===== src/rtl/m1resetctl.sv =====
// m1resetctl: reset request controller merging button, software, watchdog and debug requests
module m1resetctl #(
  parameter logic [3:0]  csr_addr        = 4'h0,
  parameter logic [19:0] debounce_cycles = 20'd500000,
  parameter logic [7:0]  holdoff_cycles  = 8'd16
) (
  input  logic        sys_clk,
  input  logic        sys_rst,
  input  logic [13:0] csr_a,
  input  logic        csr_we,
  input  logic [31:0] csr_di,
  output logic [31:0] csr_do,
  input  logic        btn_rst_n,
  input  logic        dbg_rst,
  output logic        trigger_reset,
  output logic        wdt_irq
);
  typedef enum logic [1:0] {IDLE, FIRE, HOLD} state_t;
  localparam logic [31:0] swrst_key = 32'h52535421;
  state_t state_q, state_d;
  logic [7:0] hold_q, hold_d;
  logic btn_s1_q, btn_s2_q, deb_q, deb_d, deb_flip;
  logic [19:0] deb_cnt_q, deb_cnt_d;
  logic sw_req_q, sw_req_d, dbg_q;
  logic en_q, en_d;
  logic [31:0] period_q, period_d, count_q, count_d, csr_do_q, csr_do_d, rd_data;
  // cause survives sys_rst, so its only initial value is the power-up one
  logic [4:0] cause_q = 5'b10000;
  logic [4:0] cause_d;
  logic sel, wr, kick, btn_req, wdt_req, latch, unused_ok;
  logic [3:0] req;
  assign sel = csr_a[13:10] == csr_addr;
  assign wr = sel && csr_we;
  assign kick = wr && csr_a[2:0] == 3'd2 && csr_di[1];
  assign unused_ok = ^csr_a[9:3];
  assign req = {dbg_q, wdt_req, sw_req_q, btn_req};
  assign trigger_reset = state_q == FIRE;
  assign wdt_irq = en_q && count_q < (period_q >> 1);
  assign csr_do = csr_do_q;
  // debounce: the level flips after debounce_cycles consecutive differing samples
  always_comb begin
    deb_flip = btn_s2_q != deb_q && deb_cnt_q == debounce_cycles - 20'd1;
    deb_d = deb_flip ? btn_s2_q : deb_q;
    deb_cnt_d = (btn_s2_q == deb_q || deb_flip) ? 20'd0 : deb_cnt_q + 20'd1;
    btn_req = deb_q && !deb_d;
  end
  // watchdog: set-only enable, kick or timeout reloads, kick beats timeout
  always_comb begin
    sw_req_d = wr && csr_a[2:0] == 3'd0 && csr_di == swrst_key;
    en_d = en_q || (wr && csr_a[2:0] == 3'd2 && csr_di[0]);
    period_d = (wr && csr_a[2:0] == 3'd1) ? csr_di : period_q;
    count_d = en_q ? ((kick || count_q == 32'd0) ? period_q : count_q - 32'd1) : en_d ? period_q : count_q;
    wdt_req = en_q && count_q == 32'd0 && !kick;
  end
  // request fsm: fire once, then drop requests for the holdoff window
  always_comb begin
    state_d = state_q;
    hold_d = hold_q;
    latch = 1'b0;
    case (state_q)
      IDLE: begin
        latch = |req;
        state_d = latch ? FIRE : IDLE;
      end
      FIRE: begin
        state_d = HOLD;
        hold_d = holdoff_cycles;
      end
      default: begin
        hold_d = hold_q - 8'd1;
        state_d = hold_q <= 8'd1 ? IDLE : HOLD;
      end
    endcase
  end
  // csr read mux and cause update, where a new cause bit beats a simultaneous clear
  always_comb begin
    rd_data = csr_a[2:0] == 3'd1 ? period_q :
              csr_a[2:0] == 3'd2 ? {31'd0, en_q} :
              csr_a[2:0] == 3'd3 ? count_q :
              csr_a[2:0] == 3'd4 ? {27'd0, cause_q} : 32'd0;
    csr_do_d = sel ? rd_data : 32'd0;
    cause_d = (cause_q & ~((wr && csr_a[2:0] == 3'd4) ? csr_di[4:0] : 5'd0)) |
              ((latch && !sys_rst) ? {1'b0, req} : 5'd0);
  end
  // state registers cleared by sys_rst
  always_ff @(posedge sys_clk) begin
    if (sys_rst) begin
      state_q <= IDLE;
      hold_q <= 8'd0;
      btn_s1_q <= 1'b1;
      btn_s2_q <= 1'b1;
      deb_q <= 1'b1;
      deb_cnt_q <= 20'd0;
      sw_req_q <= 1'b0;
      dbg_q <= 1'b0;
      en_q <= 1'b0;
      period_q <= 32'd0;
      count_q <= 32'd0;
      csr_do_q <= 32'd0;
    end else begin
      state_q <= state_d;
      hold_q <= hold_d;
      btn_s1_q <= btn_rst_n;
      btn_s2_q <= btn_s1_q;
      deb_q <= deb_d;
      deb_cnt_q <= deb_cnt_d;
      sw_req_q <= sw_req_d;
      dbg_q <= dbg_rst;
      en_q <= en_d;
      period_q <= period_d;
      count_q <= count_d;
      csr_do_q <= csr_do_d;
    end
  end
  // reset cause register, deliberately outside the sys_rst domain
  always_ff @(posedge sys_clk) begin
    cause_q <= cause_d;
  end
endmodule

===== config.mk =====
export PLATFORM = sky130hd
export DESIGN_NAME = m1resetctl
export DESIGN_NICKNAME = d
export VERILOG_FILES = /design/src/rtl/m1resetctl.sv
export SDC_FILE = /design/constraint.sdc
export NUM_CORES = 1
export LEC_CHECK = 0
export CAP_MARGIN = 20
export CORE_ASPECT_RATIO = 1.75
export CORE_UTILIZATION = 45
export DETAILED_ROUTE_END_ITERATION = 7
export PLACE_DENSITY_LB_ADDON = 0.05
export RECOVER_POWER = 100
export SLEW_MARGIN = 20
export SYNTH_ARGS = -nofsm -noshare
export SYNTH_HDL_FRONTEND = slang
export SYNTH_SLANG_ARGS = --single-unit

===== constraint.sdc =====
create_clock -name sys_clk -period 5.8 [get_ports sys_clk]
set_clock_uncertainty 0.05 [all_clocks]
set_input_delay 1.16 -clock sys_clk [delete_from_list [all_inputs] [get_ports sys_clk]]
set_output_delay 1.16 -clock sys_clk [all_outputs]
set_load 0.01 [all_outputs]

### Yosys cells after proc, flatten, opt, wreduce, memory -nomap -nowiden

Index checks and enable logic that the tools add are counted.

| cells by class | value |
|---|---|
| add/subtract/negate cells | 3 |
| order comparisons | 2 |
| eq/ne operators | 9 |
| mux-type cells | 15 |
| bitwise gates (word level) | 4 |
| reduce and logical (&&, ||, !) cells | 28 |

Operators by type and width:

| cell | count |
|---|---|
| $mux 32 | 6 |
| $eq 32x31->1 const B | 1 |
| $logic_not 32->1 | 1 |
| $lt 32x31->1 | 1 |
| $sub 32x1->32 const B | 1 |
| $add 20x1->20 const B | 1 |
| $eq 20x19->1 const B | 1 |
| $pmux 8 s2 | 1 |
| $logic_and 1x1->1 | 14 |
| $mux 5 | 2 |
| $le 8x1->1 const B | 1 |
| $sub 8x1->8 const B | 1 |
| $eq 3x2->1 const B | 2 |
| $and 5x5->5 | 1 |
| $not 5->5 | 1 |
| $or 5x4->5 | 1 |
| $logic_not 4->1 | 1 |
| $mux 4 | 1 |
| $pmux 2 s2 | 1 |
| $reduce_or 2->1 | 2 |
| $reduce_or 4->1 | 1 |
| $eq 3x1->1 const B | 1 |
| $eq 3x3->1 const B | 1 |
| $logic_not 1->1 | 3 |
| 10 further kinds | 14 |

| storage, ports and cells | value |
|---|---|
| register bits after elaboration | 137 |
| input bits | 51 |
| output and inout bits | 34 |

### Logic depth before layout (Yosys ltp)

Gate-level depths: netlist (run 1).

| logic depth | value |
|---|---|
| depth after elaboration | 11 |
| depth in mapped cells | 9 |

### Worst setup path before layout (run 1)

Ideal clock, no wire load.

| timing | value |
|---|---|
| kind | register to output |
| from | register count_q[7] |
| to | output port wdt_irq |
| arrival | 1.962 ns |
| required time | 4.590 ns |
| slack | 2.628 ns |
| stages on the path, launching flop included | 8 |
| path through | dfxtp_1 -> ha_1 -> a21oi_1 -> o21a_1 -> o221ai_1 -> a2111o_1 -> a221o_1 -> a21oi_1 |

| on the way | value |
|---|---|
| word-level cells in the longest chain between the ends | 2 |

RTL lines:

| what | RTL line | RTL |
|---|---|---|
| from (decl) | 26 | `logic [31:0] period_q, period_d, count_q, count_d, csr_do_q, csr_do_d, rd_data;` |
| from (signal assigned) | 111 | `count_q <= count_d;` |
| $lt 32x31->1 | 38 | `assign wdt_irq = en_q && count_q < (period_q >> 1);` |
| $logic_and 1x1->1 | 38 |  |
| to (decl) | 16 | `output logic wdt_irq` |

No other way between the ends.

### Worst setup path in the final report (run 1)

| timing | value |
|---|---|
| from | register period_q[15] |
| to | output port wdt_irq |

| on the way | value |
|---|---|
| word-level cells in the longest chain between the ends | 2 |

RTL lines:

| what | RTL line | RTL |
|---|---|---|
| from (decl) | 26 |  |
| from (signal assigned) | 110 | `period_q <= period_d;` |
| $lt 32x31->1 | 38 |  |
| $logic_and 1x1->1 | 38 |  |

No other way between the ends.

==> summary.md, run 1 <==
| Metric | Value |
|---|---|
| Status | `complete, but fails checks` |
| Failing checks | `capacitance limit, slew limit` |
| Diodes inserted | `0` |
| Crit. End Element | `primary output` |
| Post-CTS setup buffer count | `0` |
| GP Congestion | `0.856` |
| # port buffers | `77` |
| Fin. max-slew vios | `18` |
| Area added between synthesis and finish | `21.1%` |
| Worst Setup Start Kind | `flip-flop` |
| Initial Util | `46.0%` |
| Setup ws final | `0.984 ns` |
| Final core utilization | `55.7%` |
| Post-route setup TNS | `0 ns` |
| Clock Path Buffers | `2` |
| Uppermost layer routed | `met4` |
| Max Fclk | `208 MHz` |
| Cell area after layout | `8270 µm²` |
| Period utilisation layout | `83.0%` |
| Mapped Area | `6820 µm²` |
| Mapped Cells | `846` |
| Post-synthesis compound-gate area fraction | `19.7%` |
| Total GRT Usage | `26.1%` |
| Root Buffer | `clkbuf_16` |
| Cts bufs inserted | `17` |
| Max Cap Viol | `1` |
| Most common cell after layout, fill and taps aside | `dfxtp_1` |
| WL met2 | `10200 µm` |
| Crit Path Max Fanout | `4` |
| Dpl cell area | `7730 µm²` |
| Core area | `14800 µm²` |
| Vias in the first global route | `6500` |
| Post-Syn Nets | `932` |
| Largest family of logic cells by synthesized area | `simple AND/OR/NAND/NOR gates` |
| First-pass GRT wire length | `31500 µm` |
| Fraction of layout cells with a size suffix above 1 | `6.29%` |
| Final Total Pwr | `2.10 mW` |
| Netlist cell types | `67` |
| Required @ worst endpoint | `4.59 ns` |
| Crit path arrival time | `3.61 ns` |
| Vias | `6485` |
| Final ANT Viol Nets | `0` |
| Commonest non-fill, non-tap cells in the layout | `dfxtp_1 (137), nand2_1 (119), nor2_1 (95), a21oi_1 (72), inv_1 (44)` |
| Slew @ Worst Pin | `1.79 ns` |
| Die area | `15700 µm²` |
| WHS Path Cells | `1` |
| Kind of critical path | `flip-flop to primary output` |
| CTS tree | `yes` |
| Yosys reg bits | `137` |
| Largest area contributor in the netlist | `dfxtp_1` |
| Top FF cell, synth | `dfxtp_1` |
| Post-Synth XOR/XNOR Area | `2.44%` |
| H-tree depth | `4` |
| Largest net degree at the start of global routing | `43` |
| Routed wl met3 | `582 µm` |
| Worst-Skew Late Latency | `0.42 ns` |
| Final Hold Fails | `0` |
| PwrDens | `254 nW/µm²` |
| Worst VDD drop | `0.211 mV` |
| Endpoints failing setup | `0` |
| Asr flop ratio synth | `0%` |
| Final WL | `19300 µm` |
| Relative slew margins | `-20.2%` |
| Synth top area cells | `dfxtp_1 (40%), nand2_1 (6.5%), ha_1 (6.4%), nor2_1 (5.3%), a21oi_1 (5.3%)` |
| Post-synthesis mux area share | `1.50%` |
| Post-Synth Simple-Gate Area | `24.8%` |
| Worst-path clk slew | `0.06 ns` |
| Cts-stage hold buffer count | `0` |
| Post-synth EDFFs | `0` |
| Final net count | `995` |
| Met1 Wirelength | `7920 µm` |
| Synthesis Warnings | `0` |
| Hpwl dp | `14200 µm` |
| CTS Sinks | `137` |
| Adder-Cell Fraction of Synth Area | `6.42%` |
| Initial antenna violation count | `0` |
| Path depth of the worst reg2reg path | `6` |
| DIE HEIGHT | `165 µm` |
| Router iterations before antenna repair | `5` |
| Vias per inst | `5.87` |
| DR iter-0 viols | `348` |
| Worst min path class | `flip-flop to flip-flop` |
| Period minus WS final | `4.82 ns` |
| Post-synth top area share | `40.2%` |
| Leakage power | `3.01 nW` |
| Syn Area/Cell | `8.07 µm²` |
| GR Overflow Total | `0` |
| # rows | `59` |
| Post-synthesis sequential area ratio | `40.2%` |
| Die Width | `95.1 µm` |
| RSZ-0062 raised after global routing | `false` |
| Placement Setup Slack | `1.52 ns` |
| # IOs | `85` |
| DR WL/cell | `17.5 µm` |
| Remaining DRCs | `0` |
| Resize count post-CTS | `0` |
[path summary, 6_finish.rpt]
kind	start	to	slack (ns)
max reg2reg	en_q	count_q[29]	2.80
max	period_q[15]	wdt_irq	0.98
min reg2reg	btn_s1_q	btn_s2_q	0.36
min	btn_s1_q	btn_s2_q	0.36
[through the flow]
stage	hold slack (ns)	cells
after detailed placement	0.348	1073
after CTS	0.367	1105
after global routing	0.387	1105
after floorplan	0.339	846
after global placement	0.346	1073
final	0.362	1105
[where the power goes]
| group | total (mW) | internal [mW] | switching (mW) | leakage (nW) |
|---|---|---|---|---|
| sequential | 0.956 | 0.949 | 0.00774 | 1.11 |
| combinational | 0.0992 | 0.0465 | 0.0527 | 1.64 |
| clock | 1.04 | 0.606 | 0.438 | 0.264 |
[critical path: stages (launching register included)]
cell,delay (ns)
dfxtp_1,0.42
inv_1,0.07
ha_1,0.34
nand4_1,0.15
or4_1,0.58
nor4_1,0.44
a2111o_1,0.24
a221o_1,0.23
a21oi_1,0.10
dlygate4sd3_1,0.61
[state kept, by name, summed over array words and instances, names as in the netlist]
signal,count
deb_cnt_q,20
hold_q,8
en_q,1
count_q,32
btn_s2_q,1
csr_do,32
period_q,32
cause_q,5
dbg_q,1
deb_q,1
state_q,2
sw_req_q,1
btn_s1_q,1
[per-layer routing]
metal	GRT usage (%)	vias up
li1	-	3154
met1	29.1	3130
met2	46.8	159
met3	4.14	42
met4	12.9	0
met5	0	-
[area by class of cell]
class	count	area, µm²
clock inverter	12	118
sequential	137	2740
fill	1416	6570
inverter	44	165
multi-input combinational	623	3750
clock buffer	20	447
tap	183	229
timing repair buffer	86	817
[cells by family (layout without fill, tap and decap cells)]
family / after synthesis / in the layout
XOR/XNOR: 19 / 19
AO/OA/AOI/OAI: 210 / 210
multiplexers: 10 / 10
AND/OR/NAND/NOR: 349 / 349
adder cells (fa/ha/maj): 35 / 35
flip-flops: 137 / 137
buffers and inverters: 86 / 162
[Yosys cell counts, types with 8 or more instances]
master    number
a21oi_1       72
a22oi_1       27
a31oi_1       14
buf_2          8
clkbuf_1      32
dfxtp_1      137
ha_1          35
inv_1         44
mux2i_1        8
nand2_1      119
nand2b_1       9
nand3_1       17
nand4_1       14
nor2_1        97
nor3_1        28
nor4_1        15
o21ai_0       32
xor2_1        12
No activity file was read; power rests on OpenSTA's default activity.
==> inputs of run 2 (changes only) <==
==> constraint.sdc (replaced) <==
create_clock -name sys_clk -period 4.45 [get_ports sys_clk]
set_clock_uncertainty 0.05 [all_clocks]
set_input_delay 0.89 -clock sys_clk [delete_from_list [all_inputs] [get_ports sys_clk]]
set_output_delay 0.89 -clock sys_clk [all_outputs]
set_load 0.01 [all_outputs]
==> run 2 against run 1 <==
The run still ends with capacitance limit, slew limit left. Routed wire length is 0.68% higher. Largest power group unchanged. First-iteration DRC count is 17% higher. Highest routed layer unchanged. Cell count is 0.72% higher. Combinational power is 31% higher. Via count is 0.91% higher. Largest cell class unchanged.
==> summary.md, run 2 (synthesized netlist as in run 1, its figures left out) <==
| Metric | Value |
|---|---|
| Status | `complete, but fails checks` |
| GRT met3 Usage | `4.01% (-0.14 points)` |
| GR Overflow Total | `0 (unchanged)` |
| Period minus WS final | `4.23 ns` |
| Cts-stage hold buffer count | `0 (unchanged)` |
| Cts bufs inserted | `17 (unchanged)` |
| Endpoints failing setup | `0 (unchanged)` |
| Initial Util | `46.0% (unchanged)` |
| Die Width | `95.1 µm (unchanged)` |
| Fin. max-slew vios | `53 (+35)` |
| Setup ws final | `0.223 ns (-0.761 ns)` |
| # port buffers | `77 (unchanged)` |
| First-pass GRT wire length | `31500 µm (-0.11%)` |
| Router iterations before antenna repair | `6 (+1)` |
| Vias per inst | `5.88 (+0.18%)` |
| Vias | `6544 (+0.91%)` |
| DR iter-0 viols | `408 (+17%)` |
| Core area | `14800 µm² (unchanged)` |
| Area taken by multi-input logic gates | `3730 µm² (-0.47%)` |
| Vias in the first global route | `6673 (+2.7%)` |
| Remaining DRCs | `0 (unchanged)` |
| Worst min path class | `flip-flop to flip-flop` |
| Placement Setup Slack | `0.681 ns (-0.843 ns)` |
| Period utilisation layout | `95.0%` |
| Commonest non-fill, non-tap cells in the layout | `dfxtp_1 (137), nand2_1 (119), nor2_1 (97), a21oi_1 (72), inv_1 (44)` |
| Crit path arrival time | `3.29 ns (-0.32 ns)` |
| Cell area after layout | `8360 µm² (+1.1%)` |
| Final net count | `1003 (+0.80%)` |
| Initial antenna violation count | `0 (unchanged)` |
| WHS Path Cells | `1 (unchanged)` |
| Path depth of the worst reg2reg path | `7 (+1)` |
| Failing checks | `capacitance limit, slew limit` |
| GRT met1 Usage | `28.1% (-0.97 points)` |
| Reg area | `2740 µm² (unchanged)` |
| CTS tree | `yes` |
| # rows | `59 (unchanged)` |
| Worst-path clk slew | `0.06 ns (about the same)` |
| RSZ-0062 raised after global routing | `false` |
| Leakage power | `3.09 nW (+2.5%)` |
| Post-CTS setup buffer count | `0 (unchanged)` |
| PwrDens | `345 nW/µm² (+36%)` |
| Top Usage Layer GRT | `met2` |
| CTS Sinks | `137 (unchanged)` |
| Max Cap Viol | `2 (+1)` |
| Dpl cell area | `7800 µm² (+0.87%)` |
| Hpwl dp | `14300 µm (+0.73%)` |
| Diodes inserted | `0 (unchanged)` |
| Final non-filler cell total | `1113 (+0.72%)` |
| Worst Setup Start Kind | `flip-flop` |
| H-tree depth | `4 (unchanged)` |
| Crit. End Element | `primary output` |
| # IOs | `85 (unchanged)` |
| Resize count post-CTS | `0 (unchanged)` |
| Clock Path Buffers | `2 (unchanged)` |
| Root Buffer | `clkbuf_16` |
| GP Congestion | `0.957 (+12%)` |
| Worst-Skew Late Latency | `0.42 ns (about the same)` |
| DIE HEIGHT | `165 µm (unchanged)` |
| Hold_ws | `0.365 ns (+0.00331 ns)` |
| Fraction of layout cells with a size suffix above 1 | `6.77% (+0.48 points)` |
| Grt met2 use | `46.7% (-0.13 points)` |
| Most common cell after layout, fill and taps aside | `dfxtp_1` |
| Final ANT Viol Nets | `0 (unchanged)` |
| Crit Path Max Fanout | `3 (-1)` |
| Die area | `15700 µm² (unchanged)` |
| Total GRT Usage | `26.1% (about the same)` |
| Post-route setup TNS | `0 ns (unchanged)` |
| Worst VDD drop | `0.250 mV (+19%)` |
| Area added between synthesis and finish | `22.4%` |
| Final WL | `19500 µm (+0.68%)` |
| Slew @ Worst Pin | `1.69 ns (-0.0991 ns)` |
| Final Hold Fails | `0 (unchanged)` |
| Required @ worst endpoint | `3.51 ns (-1.08 ns)` |
| Max Fclk | `237 MHz` |
| Largest net degree at the start of global routing | `38 (-12%)` |
| Placed Cells | `1081 (+0.75%)` |
| Relative slew margins | `-12.7% (+7.5 points)` |
| DR WL/cell | `17.5 µm (about the same)` |
| Kind of critical path | `flip-flop to primary output` |
| Fill cells | `1366 (-3.5%)` |
[run 2: report_power, final]
part	switching [mW]	total (mW)	leakage, nW	internal, mW
Combinational	0.0690	0.130	1.68	0.0613
Sequential	0.00950	1.25	1.11	1.24
Clock	0.562	1.50	0.305	0.942
[run 2: path summary, 6_finish.rpt]
path         slack (ns)         from           to
max                0.22  period_q[8]      wdt_irq
min                0.37     btn_s1_q     btn_s2_q
max reg2reg        0.44  count_q[16]  count_q[12]
min reg2reg        0.37     btn_s1_q     btn_s2_q
[run 2: layout make-up]
cell class                 instances  share of cell area, %
clock buffer                      18                   5.14
clock inverter                    14                   2.34
inverter                          44                   1.98
multi-input combinational        623                   44.7
sequential                       137                   32.8
tap                              183                   2.74
timing repair buffer              94                   10.3
[run 2: metrics by stage]
stage / utilization (%) / total power [mW]
after floorplan: - / 1.33
after global routing: 56.3 / 2.97
final: 56.3 / 2.88
after global placement: 52.6 / 1.40
after detailed placement: 52.6 / 1.41
after CTS: 56.8 / 2.91
[run 2: worst max-delay path: stages (launching register included)]
cell             delay [ns]
dfxtp_1                0.37
inv_1                  0.08
ha_1                   0.32
a21oi_1                0.15
o21a_1                 0.14
o221ai_1               0.14
a2111o_1               0.49
a221o_1                0.36
a21oi_1                0.22
clkdlybuf4s50_1        0.58
[run 2: layer usage]
layer | share of wire, % | vias to the layer above | wire [µm]
met5 | 0 | - | 0
met4 | 4.1 | 0 | 803
met3 | 3.5 | 51 | 680
met2 | 53 | 187 | 10300
met1 | 40 | 3143 | 7720
li1 | - | 3163 | -
==> inputs of run 3 (changes only) <==
--- a/config.mk
+++ b/config.mk
@@ -7,7 +7,7 @@
 export LEC_CHECK = 0
 export CAP_MARGIN = 20
 export CORE_ASPECT_RATIO = 1.75
-export CORE_UTILIZATION = 45
+export CORE_UTILIZATION = 56
 export DETAILED_ROUTE_END_ITERATION = 7
 export PLACE_DENSITY_LB_ADDON = 0.05
 export RECOVER_POWER = 100
==> run 3 against run 2 <==
The flow still finishes with violations (capacitance limit, slew limit). Register-to-register slack gained 1.0 ns. First-iteration DRC count shrank 2.2%. Sequential cell count is the same. Setup slack gained 0.0091 ns. Cell count shrank 4.5%. Critical path depth shrank 1. Combinational power is essentially flat. Via count grew 1.4%. Die area shrank 19%. Maximum frequency grew 0.22%. Critical path type unchanged. Largest cell class unchanged. Highest routed layer unchanged.
==> summary.md, run 3 (synthesized netlist as in run 1, its figures left out) <==
| Metric | Value |
|---|---|
| Commonest non-fill, non-tap cells in the layout | `dfxtp_1 (137), nand2_1 (119), nor2_1 (97), a21oi_1 (72), inv_1 (44)` |
| Final Hold Fails | `0 (unchanged)` |
| CTS tree | `yes` |
| Crit path arrival time | `3.28 ns (about the same)` |
| Total GRT Usage | `30.9% (+4.8 points)` |
| First-pass GRT wire length | `30800 µm (-2.3%)` |
| Final net count | `1000 (-0.30%)` |
| Period utilisation layout | `94.8% (-0.20 points)` |
| Hpwl dp | `13200 µm (-7.6%)` |
| Vias per inst | `6.24 (+6.1%)` |
| Die area | `12600 µm² (-19%)` |
| Status | `complete, but fails checks` |
| Leakage power | `3.04 nW (-1.6%)` |
| RSZ-0062 raised after global routing | `false` |
| Worst VDD drop | `0.295 mV (+18%)` |
| Diodes inserted | `0 (unchanged)` |
| Relative slew margins | `-14.6% (-2.0 points)` |
| Core area | `11900 µm² (-20%)` |
| Required @ worst endpoint | `3.51 ns (about the same)` |
| # rows | `53 (-10%)` |
| PwrDens | `331 nW/µm² (-4.1%)` |
| P_int | `2.11 mW (-5.8%)` |
| Max Cap Viol | `2 (unchanged)` |
| Vias in the first global route | `6588 (-1.3%)` |
| Vias | `6633 (+1.4%)` |
| Slew @ Worst Pin | `1.72 ns (+0.0298 ns)` |
| Final WL | `18900 µm (-2.9%)` |
| Worst Setup Start Kind | `flip-flop` |
| Die Width | `85.4 µm (-10%)` |
| Fin. max-slew vios | `66 (+25%)` |
| DIE HEIGHT | `148 µm (-10%)` |
| H-tree depth | `4 (unchanged)` |
| Fill cells | `1011 (-26%)` |
| Clock Path Buffers | `2 (unchanged)` |
| Period minus WS final | `4.22 ns (-0.00912 ns)` |
| Flop pwr share | `45.7% (+2.4 points)` |
| Remaining DRCs | `0 (unchanged)` |
| Worst-Skew Late Latency | `0.42 ns (about the same)` |
| Worst-path clk slew | `0.06 ns (about the same)` |
| WHS Path Cells | `1 (unchanged)` |
| CTS Sinks | `137 (unchanged)` |
| # IOs | `85 (unchanged)` |
| Post-route setup TNS | `0 ns (unchanged)` |
| Initial Util | `57.2% (+11 points)` |
| Most common cell after layout, fill and taps aside | `dfxtp_1` |
| DR WL/cell | `17.8 µm (+1.7%)` |
| Endpoints failing setup | `0 (unchanged)` |
| Cts bufs inserted | `17 (unchanged)` |
| Path depth of the worst reg2reg path | `7 (unchanged)` |
| Switching portion of total power | `22.6% (+0.38 points)` |
| Kind of critical path | `flip-flop to primary output` |
| Root Buffer | `clkbuf_16` |
| Placed Cells | `1032 (-4.5%)` |
| Max Fclk | `237 MHz (+0.22%)` |
| Area added between synthesis and finish | `20.8%` |
| Largest net degree at the start of global routing | `43 (+13%)` |
| Clock Power Share | `49.5% (-2.7 points)` |
| Final non-filler cell total | `1063 (-4.5%)` |
| Crit. End Element | `primary output` |
| GR Overflow Total | `0 (unchanged)` |
| Worst min path class | `flip-flop to flip-flop` |
| Cts-stage hold buffer count | `0 (unchanged)` |
| GP Congestion | `0.887 (-7.3%)` |
| DR iter-0 viols | `399 (-2.2%)` |
| Router iterations before antenna repair | `7 (+1)` |
| Crit Path Max Fanout | `8 (+5)` |
| Fraction of layout cells with a size suffix above 1 | `6.80% (+0.029 points)` |
| Final ANT Viol Nets | `0 (unchanged)` |
| Initial antenna violation count | `0 (unchanged)` |
| Sw power | `0.617 mW (-3.7%)` |
| Resize count post-CTS | `0 (unchanged)` |
| Post-CTS setup buffer count | `0 (unchanged)` |
| Failing checks | `capacitance limit, slew limit` |
| # port buffers | `77 (unchanged)` |
| Comb pwr share | `4.7% (+0.2 points)` |
## run 3: cell types whose count changed in the layout (fill, tap and decap cells not counted), sizes merged
| cell | previous run | this run |
|---|---|---|
| clkinv | 6 | 2 |
| clkinvlp | 1 | 4 |
| clkdlybuf4s50 | 41 | 40 |
| inv | 47 | 46 |
| bufinv | 4 | 1 |
| dlygate4sd3 | 35 | 36 |
| clkbuf | 27 | 28 |
## run 3: metrics by stage
stage / hold slack [ns] / utilization, % / setup WS, ns / instance area, µm² / power (mW)
finish: 0.393 / 69.1 / 0.232 / 8250 / 2.73
global route: 0.425 / 69.1 / 0.0703 / 8250 / 2.81
CTS: 0.406 / 69.3 / 0.214 / 8270 / 2.73
detailed placement: 0.382 / 64.5 / 0.699 / 7700 / 1.40
global placement: 0.384 / 64.5 / 0.703 / 7700 / 1.40
floorplan: 0.339 / - / 1.55 / 6820 / 1.33
## run 3: final cells by class
| class | count | area [µm²] | share of cell area (%) |
|---|---|---|---|
| clock buffers | 22 | 474 | 5.75 |
| well taps | 137 | 171 | 2.08 |
| flip-flops and latches | 137 | 2740 | 33.3 |
| multi-input cells | 623 | 3750 | 45.5 |
| inverters | 44 | 165 | 2.00 |
| repair buffers | 91 | 852 | 10.3 |
| clock inverters | 9 | 91.3 | 1.11 |
## run 3: power by group through the flow
| stage | registers [mW] | clock network [mW] | logic [mW] |
|---|---|---|---|
| finish | 1.25 | 1.35 | 0.130 |
| CTS | 1.25 | 1.36 | 0.130 |
| detailed placement | 1.27 | 0 | 0.129 |
| global placement | 1.27 | 0 | 0.127 |
| floorplan | 1.27 | 0 | 0.0637 |
| global route | 1.25 | 1.42 | 0.141 |
## run 3: routing by layer
layer / global-route usage, % / vias to the layer above / part of all wire (%)
met5: 0 / - / 0
met1: 34.5 / 3184 / 39
met4: 16.3 / 0 / 3.8
met3: 5.64 / 61 / 4.5
li1: - / 3158 / -
met2: 54.9 / 230 / 52
## run 3: path summary, 6_finish.rpt
path                from           to  slack (ns)
max           count_q[7]      wdt_irq        0.23
min             btn_s1_q     btn_s2_q        0.39
max reg2reg  count_q[20]  count_q[23]        1.44
min reg2reg     btn_s1_q     btn_s2_q        0.39
## run 3: worst max-delay path, cell delays in order (launching register included)
cell and delay (ns):
dfxtp_1 0.48, ha_1 0.30, a21oi_1 0.16, o21a_1 0.15, o221ai_1 0.14, a2111o_1 0.48
a221o_1 0.37, a21oi_1 0.19, clkdlybuf4s50_1 0.57
